==> config.mk <==
export PLATFORM = sky130hd
export DESIGN_NAME = fetch_stage
export DESIGN_NICKNAME = d
export VERILOG_FILES = /design/src/rtl/fetch_stage.sv
export SDC_FILE = /design/constraint.sdc
export NUM_CORES = 1
export LEC_CHECK = 0
export CAP_MARGIN = 20
export CORE_MARGIN = 2
export CORE_UTILIZATION = 50
export CTS_BUF_LIST = sky130_fd_sc_hd__clkbuf_8
export DETAILED_ROUTE_END_ITERATION = 8
export PLACE_DENSITY = 0.75
export SLEW_MARGIN = 10
export SYNTH_ARGS = -nofsm -noshare
export SYNTH_HDL_FRONTEND = slang
export SYNTH_SLANG_ARGS = --single-unit
==> constraint.sdc <==
create_clock -name clock -period 4.15 [get_ports clock]
set_clock_uncertainty 0.05 [all_clocks]
set_input_delay 0.83 -clock clock [delete_from_list [all_inputs] [get_ports clock]]
set_output_delay 0.83 -clock clock [all_outputs]
set_load 0.005 [all_outputs]
==> src/rtl/fetch_stage.sv <==
// Instruction fetch stage: owns the fetch PC, drives the req/gnt/rvalid
// port to instruction memory and fills IF/ID through a one-entry skid buffer.
package core_pkg;
    typedef enum logic [1:0] {
        NEXTPC     = 2'd0,
        ALU_RESULT = 2'd1,
        NOP_PC_MUX = 2'd2
    } pc_mux_t;
endpackage

module fetch_stage
    import core_pkg::*;
#(
    parameter logic [31:0] BOOT_ADDR = 32'h0000_0000
) (
    input  logic        clock,
    input  logic        reset,
    output logic        instr_req_op,
    output logic [31:0] instr_addr_op,
    input  logic        instr_gnt_ip,
    input  logic        instr_rvalid_ip,
    input  logic [31:0] instr_rdata_ip,
    input  logic        stall_ip,
    input  logic        flush_en_ip,
    input  pc_mux_t     pc_mux_ip,
    input  logic [31:0] pc_branch_target_ip,
    output logic [31:0] pc_op,
    output logic [31:0] pc4_op,
    output logic        instr_data_valid_op,
    output logic [31:0] instr_data_op
);

    typedef enum logic [1:0] {
        IDLE = 2'd0,
        REQ  = 2'd1,
        WAIT = 2'd2
    } state_t;

    state_t      state;
    logic [31:0] fetch_pc;
    logic        drop;
    logic        skid_valid;
    logic [31:0] skid_pc;
    logic [31:0] skid_instr;

    logic        redirect;
    logic        kill;
    logic        deliver;
    logic        take_if;
    logic        skid_hold;
    logic        skid_next;
    logic        granted;
    logic        outstanding;
    logic [31:0] fetch_pc4;
    logic [31:0] target;

    always_comb begin
        redirect  = (pc_mux_ip == ALU_RESULT);
        kill      = redirect || flush_en_ip;
        target    = pc_branch_target_ip & 32'hFFFF_FFFC;
        fetch_pc4 = fetch_pc + 32'd4;
        deliver   = (state == WAIT) && instr_rvalid_ip && !drop && !kill;
        take_if   = !stall_ip || !instr_data_valid_op;
        skid_hold = skid_valid && !take_if;
        if (kill)
            skid_next = 1'b0;
        else if (take_if)
            skid_next = skid_valid && deliver;
        else
            skid_next = skid_valid || deliver;

        instr_req_op  = 1'b0;
        instr_addr_op = fetch_pc;
        unique case (state)
            REQ: begin
                // Old response still in flight after reset: wait it out
                instr_req_op = !reset && !drop && !skid_hold;
            end
            WAIT: begin
                instr_req_op  = !reset && deliver && !skid_next;
                instr_addr_op = fetch_pc4;
            end
            default: ;
        endcase

        granted     = instr_req_op && instr_gnt_ip;
        outstanding = ((state == WAIT) && !instr_rvalid_ip) || granted;
    end

    always_ff @(posedge clock) begin
        if (reset) begin
            state               <= IDLE;
            fetch_pc            <= BOOT_ADDR;
            // Remember a grant that is still in flight across reset
            drop                <= (drop || state == WAIT) && !instr_rvalid_ip;
            skid_valid          <= 1'b0;
            skid_pc             <= 32'd0;
            skid_instr          <= 32'd0;
            pc_op               <= 32'd0;
            pc4_op              <= 32'd0;
            instr_data_op       <= 32'd0;
            instr_data_valid_op <= 1'b0;
        end else begin
            unique case (state)
                IDLE: state <= REQ;
                REQ: begin
                    if (granted)
                        state <= WAIT;
                end
                WAIT: begin
                    if (instr_rvalid_ip && !granted)
                        state <= REQ;
                end
                default: state <= IDLE;
            endcase

            if (kill && outstanding)
                drop <= 1'b1;
            else if (instr_rvalid_ip)
                drop <= 1'b0;

            if (redirect)
                fetch_pc <= target;
            else if (deliver)
                fetch_pc <= fetch_pc4;

            if (kill) begin
                instr_data_valid_op <= 1'b0;
            end else if (take_if) begin
                if (skid_valid) begin
                    pc_op               <= skid_pc;
                    pc4_op              <= skid_pc + 32'd4;
                    instr_data_op       <= skid_instr;
                    instr_data_valid_op <= 1'b1;
                end else if (deliver) begin
                    pc_op               <= fetch_pc;
                    pc4_op              <= fetch_pc4;
                    instr_data_op       <= instr_rdata_ip;
                    instr_data_valid_op <= 1'b1;
                end else begin
                    instr_data_valid_op <= 1'b0;
                end
            end

            skid_valid <= skid_next;
            if (deliver && (skid_valid || !take_if)) begin
                skid_pc    <= fetch_pc;
                skid_instr <= instr_rdata_ip;
            end
        end
    end

endmodule

; ---- Yosys cells after proc, flatten, opt, wreduce, memory -nomap -nowiden
; Index checks and enable logic that the tools add are counted.
[classes]
n_addsub = 2
eq_ne = 5
mux = 20
bitwise = 1
n_reduce_logical = 39
[ops]
columns = op, n
row1 = $mux 32, 9
row2 = $add 32x3->32 const B, 2
row3 = $logic_and 1x1->1, 15
row4 = $logic_not 1->1, 10
row5 = $mux 1, 7
row6 = $logic_or 1x1->1, 6
row7 = $pmux 2 s3, 1
row8 = $eq 2x1->1 const B, 2
row9 = $mux 2, 2
row10 = $reduce_bool 2->1, 2
row11 = $reduce_or 2->1, 2
row12 = $reduce_and 3->1, 1
row13 = $reduce_bool 3->1, 1
row14 = $eq 2x2->1 const B, 1
row15 = $logic_not 2->1, 1
row16 = $ne 2x1->1 const B, 1
row17 = $ne 2x2->1 const B, 1
row18 = $pmux 1 s2, 1
row19 = $reduce_and 2->1, 1
row20 = $not 1->1, 1
[word_totals]
register_bits = 197
input_bits = 72
output_inout_bits = 130
word_cells = 78

; ---- Longest topological paths before layout
[depth]
word_depth = 15
ltp_mapped = 10
ltp_nobuf = 7

; ---- Worst setup path after synthesis
; Ideal clock, no wire load.
[synth_path]
kind = flip-flop to output port
start = register fetch_pc[3]
end = output instr_addr_op[28]
t_arrival_ns = 2.037
t_required_ns = 3.270
slack_ns = 1.233
path_stages_with_launch = 8
n_path_buf = 1
cell_sequence = dfxtp_1 ha_1 and3_1 clkbuf_1 nand4_1 nor4_1 nand3_1 xnor2_1
[synth_via]
elab_chain_cells = 2
[synth_rtl]
columns = element, line
row1 = "start, declared", 40  ; logic [31:0] fetch_pc;
row2 = "start signal, assigned", 123  ; fetch_pc <= target;
row3 = "start signal, assigned", 125  ; fetch_pc <= fetch_pc4;
row4 = $add 32x3->32, 61  ; fetch_pc4 = fetch_pc + 32'd4;
row5 = $mux 32, 74  ; unique case (state)
row6 = "end, declared", 19  ; output logic [31:0] instr_addr_op,
; No other way between the ends.

; ---- Worst setup path in the final report
[layout_path]
start = register fetch_pc[12]
end = output instr_addr_op[31]
; Same word-level chain as after synthesis.

==> impl_metrics.env <==
export IMPL_drtIter0Drc=733
export IMPL_synth_warnings=0
export IMPL_synth_edf_count=1
export IMPL_critPathMaxFanout=22
export IMPL_drtAntennaViolNets=0
export IMPL_power_uw=3400
export IMPL_layout_worst_path_cycle_share=0.955
export IMPL_p_leak_uw=0.00375
export IMPL_grt_pass1_vias=8521
export IMPL_start_kind="register"
export IMPL_cp_data_required_time_ps=3270
export IMPL_gr_total_overflow=0
export IMPL_tns_ps=0
export IMPL_grt_usage=0.272
export IMPL_status="complete, no violations"
export IMPL_clock_sinks=189
export IMPL_tightestPinTransition_ps=1080
export IMPL_setup_violations_final=0
export IMPL_io_pins=202
export IMPL_final_area_um2=12300
export IMPL_synthMostInstantiatedCell="nand2_1"
export IMPL_clk_pin_slew_ps=110
export IMPL_cts_tree="yes"
export IMPL_via_per_inst=5.86
export IMPL_internal_power_uw=2480
export IMPL_ff2ff_path_depth=9
export IMPL_vias=9570
export IMPL_syn_cell_area_um2=9850
export IMPL_worstSetupEndpointType="primary output"
export IMPL_rsz0062_at_grt="no"
export IMPL_globalplace_congestion=0.854
export IMPL_crit_slowest_cell="dfxtp_1"
export IMPL_rrSetupSlack_ps=900
export IMPL_hold_viol=0
export IMPL_reg2reg_from="state[0]$_SDFFE_PP0P_"
export IMPL_async_reset_ff_frac=0
export IMPL_syn_to_final_growth_pct=24.4
export IMPL_avgSynthCellArea_um2=7.91
export IMPL_arrival_ps=3080
export IMPL_root_buffer="clkbuf_8"
export IMPL_numCtsBuffers=17
export IMPL_clock_power_share=0.368
export IMPL_path_cells="nand4_1 > nor4_2 > buf_4 > nand4_1 > nor2_1 > xor2_1 > clkdlybuf4s50_1"
export IMPL_grt_pass1_wl_um=44900
export IMPL_max_freq_mhz=252
export IMPL_dieArea_um2=20800
export IMPL_clock_latency_ps=470
export IMPL_ir_worst_vdd_uv=218
export IMPL_postCtsSetupBuffers=0
export IMPL_whs_path_depth=2
export IMPL_ys_types=66
export IMPL_wl_per_cell_um=17.9
export IMPL_switchingPower_uw=915
export IMPL_ys_ff_latch=189
export IMPL_post_route_util=0.632
export IMPL_synth_cells=1245
export IMPL_hp_start="skid_instr[20]$_SDFFE_PP0P_"
export IMPL_dr_pass1_iters=5
export IMPL_nets=1432
export IMPL_synthTopCellsByCount="nand2_1, dfxtp_1, nor2_1"
export IMPL_seqPwrFrac=0.552
export IMPL_synth_flop_cell="dfxtp_1"
export IMPL_swShare=0.269
export IMPL_initial_core_util=0.508
export IMPL_hold_path_class="reg -> reg"
export IMPL_worst_hold_path_endpoint="skid_instr[20]$_SDFFE_PP0P_"
export IMPL_synth_largest_area_cell="dfxtp_1"
export IMPL_dpl_cell_area_um2=11800
export IMPL_n_fill_cell=1781
export IMPL_critPathMostFrequentCell="nand4_1"
export IMPL_holdBufCountCts=0
export IMPL_slew_viol_final=0
export IMPL_die_w_um=144
export IMPL_diodes=0
export IMPL_yosysTopAreaCellShare=0.382
export IMPL_drive_gt1_frac=0.0614
export IMPL_ys_seq_area_frac=0.385
export IMPL_core_area_um2=19400
export IMPL_grt_max_degree=148
export IMPL_powerDensity_nw_per_um2=277
export IMPL_cap_violations=0
export IMPL_synth_area_leaders="dfxtp_1, nand2_1, mux2i_1, a211oi_1, a21oi_1"
export IMPL_drcViolationCount=0
export IMPL_reg2reg_to="pc4_op[31]$_SDFFE_PP0P_"
export IMPL_path_class="reg -> out"
export IMPL_cp_slowest_stage_delay_ps=550
export IMPL_pwr_share_comb=0.080
export IMPL_crit_start="fetch_pc[12]$_SDFFE_PP0P_"
export IMPL_routed_wirelength_um=29200
export IMPL_max_slew_margin_rel=0.277
export IMPL_port_buffers=193
export IMPL_fp_dieH_um=144
export IMPL_core_rowCount=51
export IMPL_cts_path_max_buffers=2
export IMPL_fin_crit_ps=3960
export IMPL_hpwl_um=19400
export IMPL_antenna_found_initial=0
export IMPL_htree_levels=4
[per-layer routing]
metal | track usage | vias to the layer above | routed length (um)
met5 | 0 | - | 0
met4 | 0.0843 | 0 | 595
met3 | 0.0457 | 48 | 2400
met2 | 0.420 | 429 | 12900
met1 | 0.389 | 4416 | 13300
li1 | - | 4677 | -
[cell usage in the layout, fill, tap and decap left out, types with 10 or more instances in the layout]
cell,instances
mux2i_1,66
clkdlybuf4s50_1,192
inv_1,17
and4_1,11
o31a_1,10
buf_4,25
nand4_1,18
dfxtp_1,181
and3_1,13
xor2_1,17
nand3_1,40
nand2_1,200
or3_1,19
nor2_1,99
a31oi_1,23
o21ai_0,30
a21oi_1,91
nor3_1,41
a211oi_1,63
clkbuf_8,17
o311ai_0,19
nor4_1,20
xnor2_1,32
[final cells by class]
type	count	area, um2	share of cell area
tap	265	332	0.0270
multi-input combinational	909	5460	0.445
sequential	189	3800	0.310
timing repair buffer	221	2190	0.179
clock inverter	15	175	0.0143
clock buffer	17	234	0.0191
inverter	17	63.8	0.00521
[registers in the layout, indices dropped and copies added, names as in the netlist]
name                 flops
state                    2
drop                     1
skid_valid               1
skid_instr              32
instr_data_op           32
pc_op                   30
skid_pc                 30
pc4_op                  30
instr_data_valid_op      1
fetch_pc                30
[timing repair]
action,in CTS,in global routing
setup endpoints to repair,0,4
resized for setup,0,7
endpoints found under the hold margin,0,0
[worst max-delay path, delay by kind of cell, from the launching register on]
family / cells / cell delay [ps]
XOR/XNOR: 1 / 200
buffers and inverters: 2 / 850
flip-flops: 1 / 550
AND/OR/NAND/NOR: 4 / 1010
[logic make-up (layout without fill, tap and decap cells)]
logic type | Yosys count | in the layout | synth area share
AND/OR/NAND/NOR | 491 | 491 | 0.233
AO/OA/AOI/OAI | 291 | 291 | 0.197
flip-flops | 189 | 189 | 0.385
buffers and inverters | 152 | 270 | 0.0658
multiplexers | 67 | 67 | 0.0682
XOR/XNOR | 49 | 49 | 0.0436
adder cells (fa/ha/maj) | 5 | 5 | 0.00635
other | 1 | 6 | 0.000381
[worst max path at each step]
stage	endpoint	slack, ps
after floorplan	instr_addr_op[28]	1230
after CTS	instr_addr_op[20]	40
after global routing	instr_addr_op[31]	10
final	instr_addr_op[31]	190
after detailed placement	instr_addr_op[20]	630
after global placement	instr_addr_op[20]	600
[power by group through the flow]
stage	Sequential [uW]	Clock, uW	Combinational [uW]
4_1_cts	1870	1280	269
6_report	1880	1250	272
3_3_place_gp	1910	0	265
5_1_grt	1880	1350	293
3_5_place_dp	1910	0	267
2_1_floorplan	1880	0	155
[through the flow]
step,hold slack (ps),setup WS (ps),instances
2_1_floorplan,386,1230,1250
3_3_place_gp,391,600,1601
3_5_place_dp,398,633,1601
4_1_cts,412,43.0,1633
5_1_grt,430,11.7,1633
6_report,409,187,1633
Power figures use the tool's default switching activity.
